<file path="src/rtl/cordic_pkg.sv">
// Shared definitions for the CORDIC gain-compensation pipeline.
// Holds the per-beat gain mode encoding and the shift/sign table of the
// fixed shift-sum approximation of the CORDIC gain 0.6072998.
package cordic_pkg;

  typedef enum logic [1:0] {
    MODE_BYPASS = 2'b00,
    MODE_COMP   = 2'b01,
    MODE_COMP2  = 2'b10,
    MODE_RSVD   = 2'b11   // behaves as bypass
  } gain_mode_e;

  // Gain = 2^-1 + 2^-3 - 2^-6 - 2^-9 - 2^-13
  localparam int NUM_TERMS = 5;
  localparam int TERM_SHIFT [NUM_TERMS] = '{1, 3, 6, 9, 13};
  localparam bit TERM_NEG   [NUM_TERMS] = '{1'b0, 1'b0, 1'b1, 1'b1, 1'b1};

  // True for the modes that apply the shift-sum; everything else passes through.
  function automatic logic is_comp(input gain_mode_e m);
    return (m == MODE_COMP) || (m == MODE_COMP2);
  endfunction

endpackage

</file>
<file path="src/rtl/gain_comp_lane.sv">
// One channel of the gain-compensation datapath: shift-sum partials (stage 1),
// then round-half-up and saturate (stage 2). Load enables come from the top.
// Ports: clk/rst, ld1_i/ld2_i stage load strobes, mode_i (input beat mode),
//        mode_s1_i (mode held in stage 1), din_i sample, dout_o/sat_o result.
module gain_comp_lane
  import cordic_pkg::*;
#(
  parameter int DATA_WIDTH = 14,
  parameter int GUARD_BITS = 4
) (
  input  logic                         clk,
  input  logic                         rst,
  input  logic                         ld1_i,
  input  logic                         ld2_i,
  input  gain_mode_e                   mode_i,
  input  gain_mode_e                   mode_s1_i,
  input  logic signed [DATA_WIDTH-1:0] din_i,
  output logic signed [DATA_WIDTH-1:0] dout_o,
  output logic                         sat_o
);

  localparam int DW = DATA_WIDTH;
  localparam int GB = GUARD_BITS;
  // Two headroom bits cover the x2 gain (peak partial sum 1.25x the input).
  localparam int AW = DW + GB + 2;

  localparam logic signed [AW-1:0] HALF = {{(AW-1){1'b0}}, 1'b1} << (GB - 1);
  localparam logic signed [AW-1:0] MAXV = {{(GB+3){1'b0}}, {(DW-1){1'b1}}};
  localparam logic signed [AW-1:0] MINV = {{(GB+3){1'b1}}, {(DW-1){1'b0}}};

  logic signed [AW-1:0] ext;
  logic signed [AW-1:0] term;
  logic signed [AW-1:0] pos_d, neg_d, pos_q, neg_q;
  logic signed [AW-1:0] diff, rnd;
  logic signed [DW-1:0] dout_d, dout_q;
  logic                 sat_d, sat_q;

  // Sign-extend to the accumulator width and open up the guard fraction bits.
  assign ext = {{2{din_i[DW-1]}}, din_i, {GB{1'b0}}};

  // Stage 1: positive and negative term sums kept separate.
  always_comb begin
    pos_d = '0;
    neg_d = '0;
    term  = '0;
    if (is_comp(mode_i)) begin
      for (int i = 0; i < NUM_TERMS; i++) begin
        // x2 gain is the same table with every shift one smaller.
        if (mode_i == MODE_COMP2) term = ext >>> (TERM_SHIFT[i] - 1);
        else                      term = ext >>> TERM_SHIFT[i];
        if (TERM_NEG[i]) neg_d = neg_d + term;
        else             pos_d = pos_d + term;
      end
    end else begin
      pos_d = ext;
    end
  end

  // Stage 2: combine, round half toward +inf, clip to the output range.
  always_comb begin
    diff   = pos_q - neg_q;
    rnd    = (diff + HALF) >>> GB;
    dout_d = rnd[DW-1:0];
    sat_d  = 1'b0;
    if (!is_comp(mode_s1_i)) begin
      dout_d = pos_q[GB+DW-1:GB];
    end else if (rnd > MAXV) begin
      dout_d = MAXV[DW-1:0];
      sat_d  = 1'b1;
    end else if (rnd < MINV) begin
      dout_d = MINV[DW-1:0];
      sat_d  = 1'b1;
    end
  end

  always_ff @(posedge clk or posedge rst) begin
    if (rst) begin
      pos_q <= '0;
      neg_q <= '0;
    end else if (ld1_i) begin
      pos_q <= pos_d;
      neg_q <= neg_d;
    end
  end

  always_ff @(posedge clk or posedge rst) begin
    if (rst) begin
      dout_q <= '0;
      sat_q  <= 1'b0;
    end else if (ld2_i) begin
      dout_q <= dout_d;
      sat_q  <= sat_d;
    end
  end

  assign dout_o = dout_q;
  assign sat_o  = sat_q;

endmodule

</file>
<file path="src/rtl/gain_comp_pipe.sv">
// CORDIC gain compensation: two-stage valid/ready pipeline scaling x/y by a
// per-beat selectable gain (bypass, 0.6073, 1.2146) with saturation flag.
// Ports: clk/rst, in_valid/in_ready + x_in/y_in/mode, out_valid/out_ready +
//        x_out/y_out/sat_out. Latency 2, one beat per cycle, stalls hold output.
module gain_comp_pipe
  import cordic_pkg::*;
#(
  parameter int DATA_WIDTH = 14,
  parameter int GUARD_BITS = 4
) (
  input  logic                         clk,
  input  logic                         rst,
  input  logic                         in_valid,
  output logic                         in_ready,
  input  logic signed [DATA_WIDTH-1:0] x_in,
  input  logic signed [DATA_WIDTH-1:0] y_in,
  input  logic [1:0]                   mode,
  output logic                         out_valid,
  input  logic                         out_ready,
  output logic signed [DATA_WIDTH-1:0] x_out,
  output logic signed [DATA_WIDTH-1:0] y_out,
  output logic                         sat_out
);

  logic       adv;
  logic       ld1, ld2;
  logic       s1_vld_d, s1_vld_q;
  logic       out_vld_d, out_vld_q;
  gain_mode_e mode_in, mode_q;
  logic       sat_x, sat_y;

  // Whole pipe moves together whenever the output slot is free or draining,
  // which also squeezes out any bubble sitting in front of a valid beat.
  assign adv      = !out_vld_q || out_ready;
  assign in_ready = adv;

  assign ld1 = adv && in_valid;
  assign ld2 = adv && s1_vld_q;

  assign s1_vld_d  = adv ? in_valid : s1_vld_q;
  assign out_vld_d = adv ? s1_vld_q : out_vld_q;

  assign mode_in = gain_mode_e'(mode);

  always_ff @(posedge clk or posedge rst) begin
    if (rst) begin
      s1_vld_q  <= 1'b0;
      out_vld_q <= 1'b0;
    end else begin
      s1_vld_q  <= s1_vld_d;
      out_vld_q <= out_vld_d;
    end
  end

  always_ff @(posedge clk or posedge rst) begin
    if (rst)      mode_q <= MODE_BYPASS;
    else if (ld1) mode_q <= mode_in;
  end

  gain_comp_lane #(.DATA_WIDTH(DATA_WIDTH), .GUARD_BITS(GUARD_BITS)) u_lane_x (
    .clk       (clk),
    .rst       (rst),
    .ld1_i     (ld1),
    .ld2_i     (ld2),
    .mode_i    (mode_in),
    .mode_s1_i (mode_q),
    .din_i     (x_in),
    .dout_o    (x_out),
    .sat_o     (sat_x)
  );

  gain_comp_lane #(.DATA_WIDTH(DATA_WIDTH), .GUARD_BITS(GUARD_BITS)) u_lane_y (
    .clk       (clk),
    .rst       (rst),
    .ld1_i     (ld1),
    .ld2_i     (ld2),
    .mode_i    (mode_in),
    .mode_s1_i (mode_q),
    .din_i     (y_in),
    .dout_o    (y_out),
    .sat_o     (sat_y)
  );

  assign out_valid = out_vld_q;
  assign sat_out   = sat_x || sat_y;

endmodule

</file>
<file path="config.mk">
export PLATFORM = sky130hd
export DESIGN_NAME = gain_comp_pipe
export DESIGN_NICKNAME = d
export VERILOG_FILES = /design/src/rtl/cordic_pkg.sv /design/src/rtl/gain_comp_lane.sv /design/src/rtl/gain_comp_pipe.sv
export SDC_FILE = /design/constraint.sdc
export NUM_CORES = 1
export LEC_CHECK = 0
export CAP_MARGIN = 20
export CORE_MARGIN = 1.5
export CORE_UTILIZATION = 40
export DETAILED_ROUTE_END_ITERATION = 6
export MAX_ROUTING_LAYER = met4
export PLACE_DENSITY = 0.69
export SLEW_MARGIN = 0
export SYNTH_ARGS = -nofsm -noshare
export SYNTH_HDL_FRONTEND = slang
export SYNTH_HIERARCHICAL = 1
export SYNTH_SLANG_ARGS = --single-unit
</file>
<file path="constraint.sdc">
create_clock -name clk -period 4.56 [get_ports clk]
set_clock_uncertainty 0.1 [all_clocks]
set_input_delay 0.684 -clock clk [delete_from_list [all_inputs] [get_ports clk]]
set_output_delay 0.684 -clock clk [all_outputs]
set_load 0.01 [all_outputs]
</file>
==> metrics.md <==
| Metric | Value |
|---|---|
| Outcome | `complete, no violations` |
| Max-cap violations | `0` |
| Setup WS post-layout | `roughly 0.19 ns` |
| Gpl congestion | `0.892` |
| Sequential share of the synthesized area | `about a quarter` |
| IO Pins | `65` |
| Final setup fails | `0` |
| Placed inst area | `roughly 11000 sq um` |
| Gate Count Post-Synth | `approximately 1.1k` |
| H-tree Lvls | `3` |
| Root Buffer | `clkbuf_16` |
| Yosys top cell by area | `dfrtp_1` |
| Antenna-violating nets left | `0` |
| Hold endpoint | `out_valid` |
| Reg2Reg Capture Point | `u_lane_y/dout_o[1]` |
| Largest net degree at the start of global routing | `49` |
| Core Region | `approximately 23000 sq um` |
| Fillers | `roughly 2.2k` |
| Register clock-pin slew on the reported worst setup and hold paths | `approximately 0.08 ns` |
| Post-synthesis average cell area | `8.83 sq um` |
| CP Launch Type | `primary input` |
| Final Cycle Share | `a little over nine tenths` |
| Ys flop type | `dfrtp_1` |
| Worst-path cell chain | `clkdlybuf4s50_1 -> mux2_4 -> ha_1 -> a21o_1 -> a21oi_2 -> o21ai_0 -> a21oi_1 -> nor2b_2 -> o2111ai_2 -> nand3_2 -> o41a_1 -> xor2_1 -> ha_2 -> nor2b_2 -> o21ai_2 -> o21ai_2 -> xnor2_1 -> o31ai_1` |
| Max-slew violation count | `0` |
| GRT Util Overall | `between 20% and 30%` |
| Final instance area | `between 10000 and 15000 sq um` |
| Antenna Cells | `0` |
| Worst Path Class, Setup | `primary input to flip-flop` |
| Core Util, Final | `between 50 and 60%` |
| CP arrival | `roughly 4.5 ns` |
| Cell total after placement | `about 1.6k` |
| CTS Hold Bufs | `0` |
| Post-route DRC | `0` |
| Worst-path maximum fanout | `4` |
| Number of synthesized flops with an enable pin | `0` |
| Max Buffers Root-to-Sink | `2` |
| Count leader, synth | `ha_1` |
| Commonest cells in the netlist | `146 x ha_1, 104 x a21oi_1, 100 x dfrtp_1` |
| Final WL | `approximately 24 mm` |
| Worst-margin pin slew | `between 1 and 1.5 ns` |
| Syn Std Cell Area | `approximately 9500 sq um` |
| Synth-to-Final Area Change | `24.3%` |
| Asr flop ratio synth | `100%` |
| Drt via density | `roughly 5.3` |
| Sequential cell area | `about 2500 sq um` |
| Antenna violations before repair | `0` |
| Final hold violation count | `0` |
| Yosys reg bits | `100` |
| Setup tns final | `0 ns` |
| Slowest Stage Delay on Critical Path | `between 0.4 and 0.5 ns` |
| Global-route wire length before repair | `~40 mm` |
| Multi-input gate area | `about 6600 sq um` |
| R2R Path Start | `u_lane_y/pos_q[4]` |
| CP max stage cell | `clkdlybuf4s50_1` |
| Share of the synthesized area in the top cell type | `approximately a quarter` |
| WP data required | `about 4.7 ns` |
| Global route total overflow | `0` |
| Max VDD drop | `279 uV` |
| FF-to-FF setup slack | `0.55 ns` |
| WHS Path Cells | `2` |
| Setup crit end kind | `flip-flop` |
| Nets@finish | `between 1k and 1.5k` |
| Ranking of synthesized cells by area | `dfrtp_1 26%, ha_1 19%, xnor2_1 5.7%` |
| Die area | `24800 sq um` |
| RSZ-0062 raised after global routing | `no` |
| 1st-iter DRT viols | `508` |
| # rows | `56` |
| Number of global-route vias before repair | `about 8.2k` |
| Place WS | `-0.686 ns` |
| Router iterations before antenna repair | `5` |
| Height of the die | `~160 um` |
| PortBufs | `64` |
| Yosys cell types | `66` |
| Routed len/inst | `roughly 15 um` |
| Ys Warns | `6` |
| Hold_sp | `s1_vld_q` |
| Die Wd | `roughly 160 um` |
| Sink Count | `100` |
| Fmax | `0.229 GHz` |
| CTS Buf Count | `9` |
| Vias | `between 8k and 9k` |
| Fin cells | `~1.6k` |
| Synthesized Nets | `around 1.3k` |
| Max-slew headroom | `between 30% and 40%` |
| CTS tree | `done` |
| Initial Util | `40.7%` |
| Pwr Density | `601 nW/um^2` |
| HP Class | `flip-flop to flip-flop` |
| Detail Placement HPWL | `between 15 and 20 mm` |
| Pleak | `0.00552 uW` |
| Share of cells above drive strength 1 | `roughly a fifth` |
| Worst R2R Path Depth | `11` |
| Clk_lat worst skew | `roughly 0.35 ns` |
| Tmin final | `between 4 and 5 ns` |
==> area by class of cell <==
class                   count  area share [%]
clock inverters             5           0.549
inverters                  89            2.82
flip-flops and latches    100            21.1
well taps                 319            3.37
clock buffers              11            2.13
repair buffers            199            14.4
multi-input cells         857            55.6
==> sequential cells by signal, summed over array words and instances, names as in the netlist <==
| name | flops |
|---|---|
| mode_q | 2 |
| out_valid | 1 |
| s1_vld_q | 1 |
| u_lane_x/dout_o | 14 |
| u_lane_x/neg_q | 15 |
| u_lane_x/pos_q | 18 |
| u_lane_x/sat_o | 1 |
| u_lane_y/dout_o | 14 |
| u_lane_y/neg_q | 15 |
| u_lane_y/pos_q | 18 |
| u_lane_y/sat_o | 1 |
==> metrics by stage <==
| step | hold WS [ns] | power, uW |
|---|---|---|
| 3_5_place_dp | 0.352 | 6180 |
| 4_1_cts | 0.365 | 7080 |
| 5_1_grt | 0.403 | 7720 |
| 3_3_place_gp | 0.335 | 6070 |
| 6_report | 0.360 | 7120 |
| 2_1_floorplan | 0.328 | 4890 |
==> repair_timing <==
item	in CTS	in global routing
pin swaps	4	11
buffers inserted	8	2
cloned	0	1
gates resized for setup	15	31
setup endpoints to repair	8	9
==> critical path, delay by kind of cell <==
family | cells | cell delay, ns
buf+inv | 1 | 0.48
simple gates | 3 | 0.39
compound gates | 9 | 1.75
xor+xnor | 2 | 0.31
mux | 1 | 0.33
fa+ha+maj | 2 | 0.60
==> report_power, final <==
| part | total, uW | internal (uW) | switching [uW] |
|---|---|---|---|
| Clock | 827 | 462 | 365 |
| Sequential | 1390 | 1190 | 201 |
| Combinational | 4900 | 2340 | 2560 |
==> logic make-up after synthesis <==
logic type,count (synthesis),share of synthesized area [%]
compound gates,317,22.3
xor+xnor,92,8.61
fa+ha+maj,152,20.4
buf+inv,122,5.67
flops,100,26.3
mux,34,3.99
simple gates,262,12.8
==> layout by cell type, fill, tap and decap left out, types with 10 or more instances in the layout <==
cell | netlist | layout
nand2_1 | 78 | 78
nor2_1 | 86 | 85
a21oi_1 | 104 | 98
o21ai_0 | 45 | 36
xor2_1 | 28 | 28
mux2_2 | 24 | 22
o31ai_1 | 12 | 12
xnor2_1 | 62 | 62
o21bai_1 | 10 | 10
nor3_1 | 18 | 18
inv_1 | 89 | 84
buf_4 | 0 | 131
o22ai_1 | 45 | 45
clkdlybuf4s50_1 | 0 | 59
clkbuf_16 | 0 | 10
dfrtp_1 | 100 | 100
a31oi_1 | 10 | 10
nor2b_1 | 16 | 14
ha_1 | 146 | 143
nand3_1 | 20 | 19
a21o_1 | 18 | 18
==> routing by layer <==
| metal | part of all wire (%) | GRT usage, % |
|---|---|---|
| met5 | 0 | - |
| met4 | 1.8 | 5.57 |
| met3 | 2.6 | 2.15 |
| met2 | 46 | 33.4 |
| met1 | 49 | 26.1 |
==> worst max path at each step <==
stage                         endpoint  startpoint  cells after the start
finish              u_lane_y/neg_q[12]     y_in[3]                     18
global route        u_lane_y/neg_q[12]     mode[0]                     21
floorplan           u_lane_x/neg_q[12]     mode[0]                     23
CTS                 u_lane_y/neg_q[12]     mode[0]                     21
detailed placement  u_lane_x/neg_q[12]     mode[1]                     22
global placement    u_lane_x/neg_q[12]     mode[1]                     22
Power figures use the tool's default switching activity.
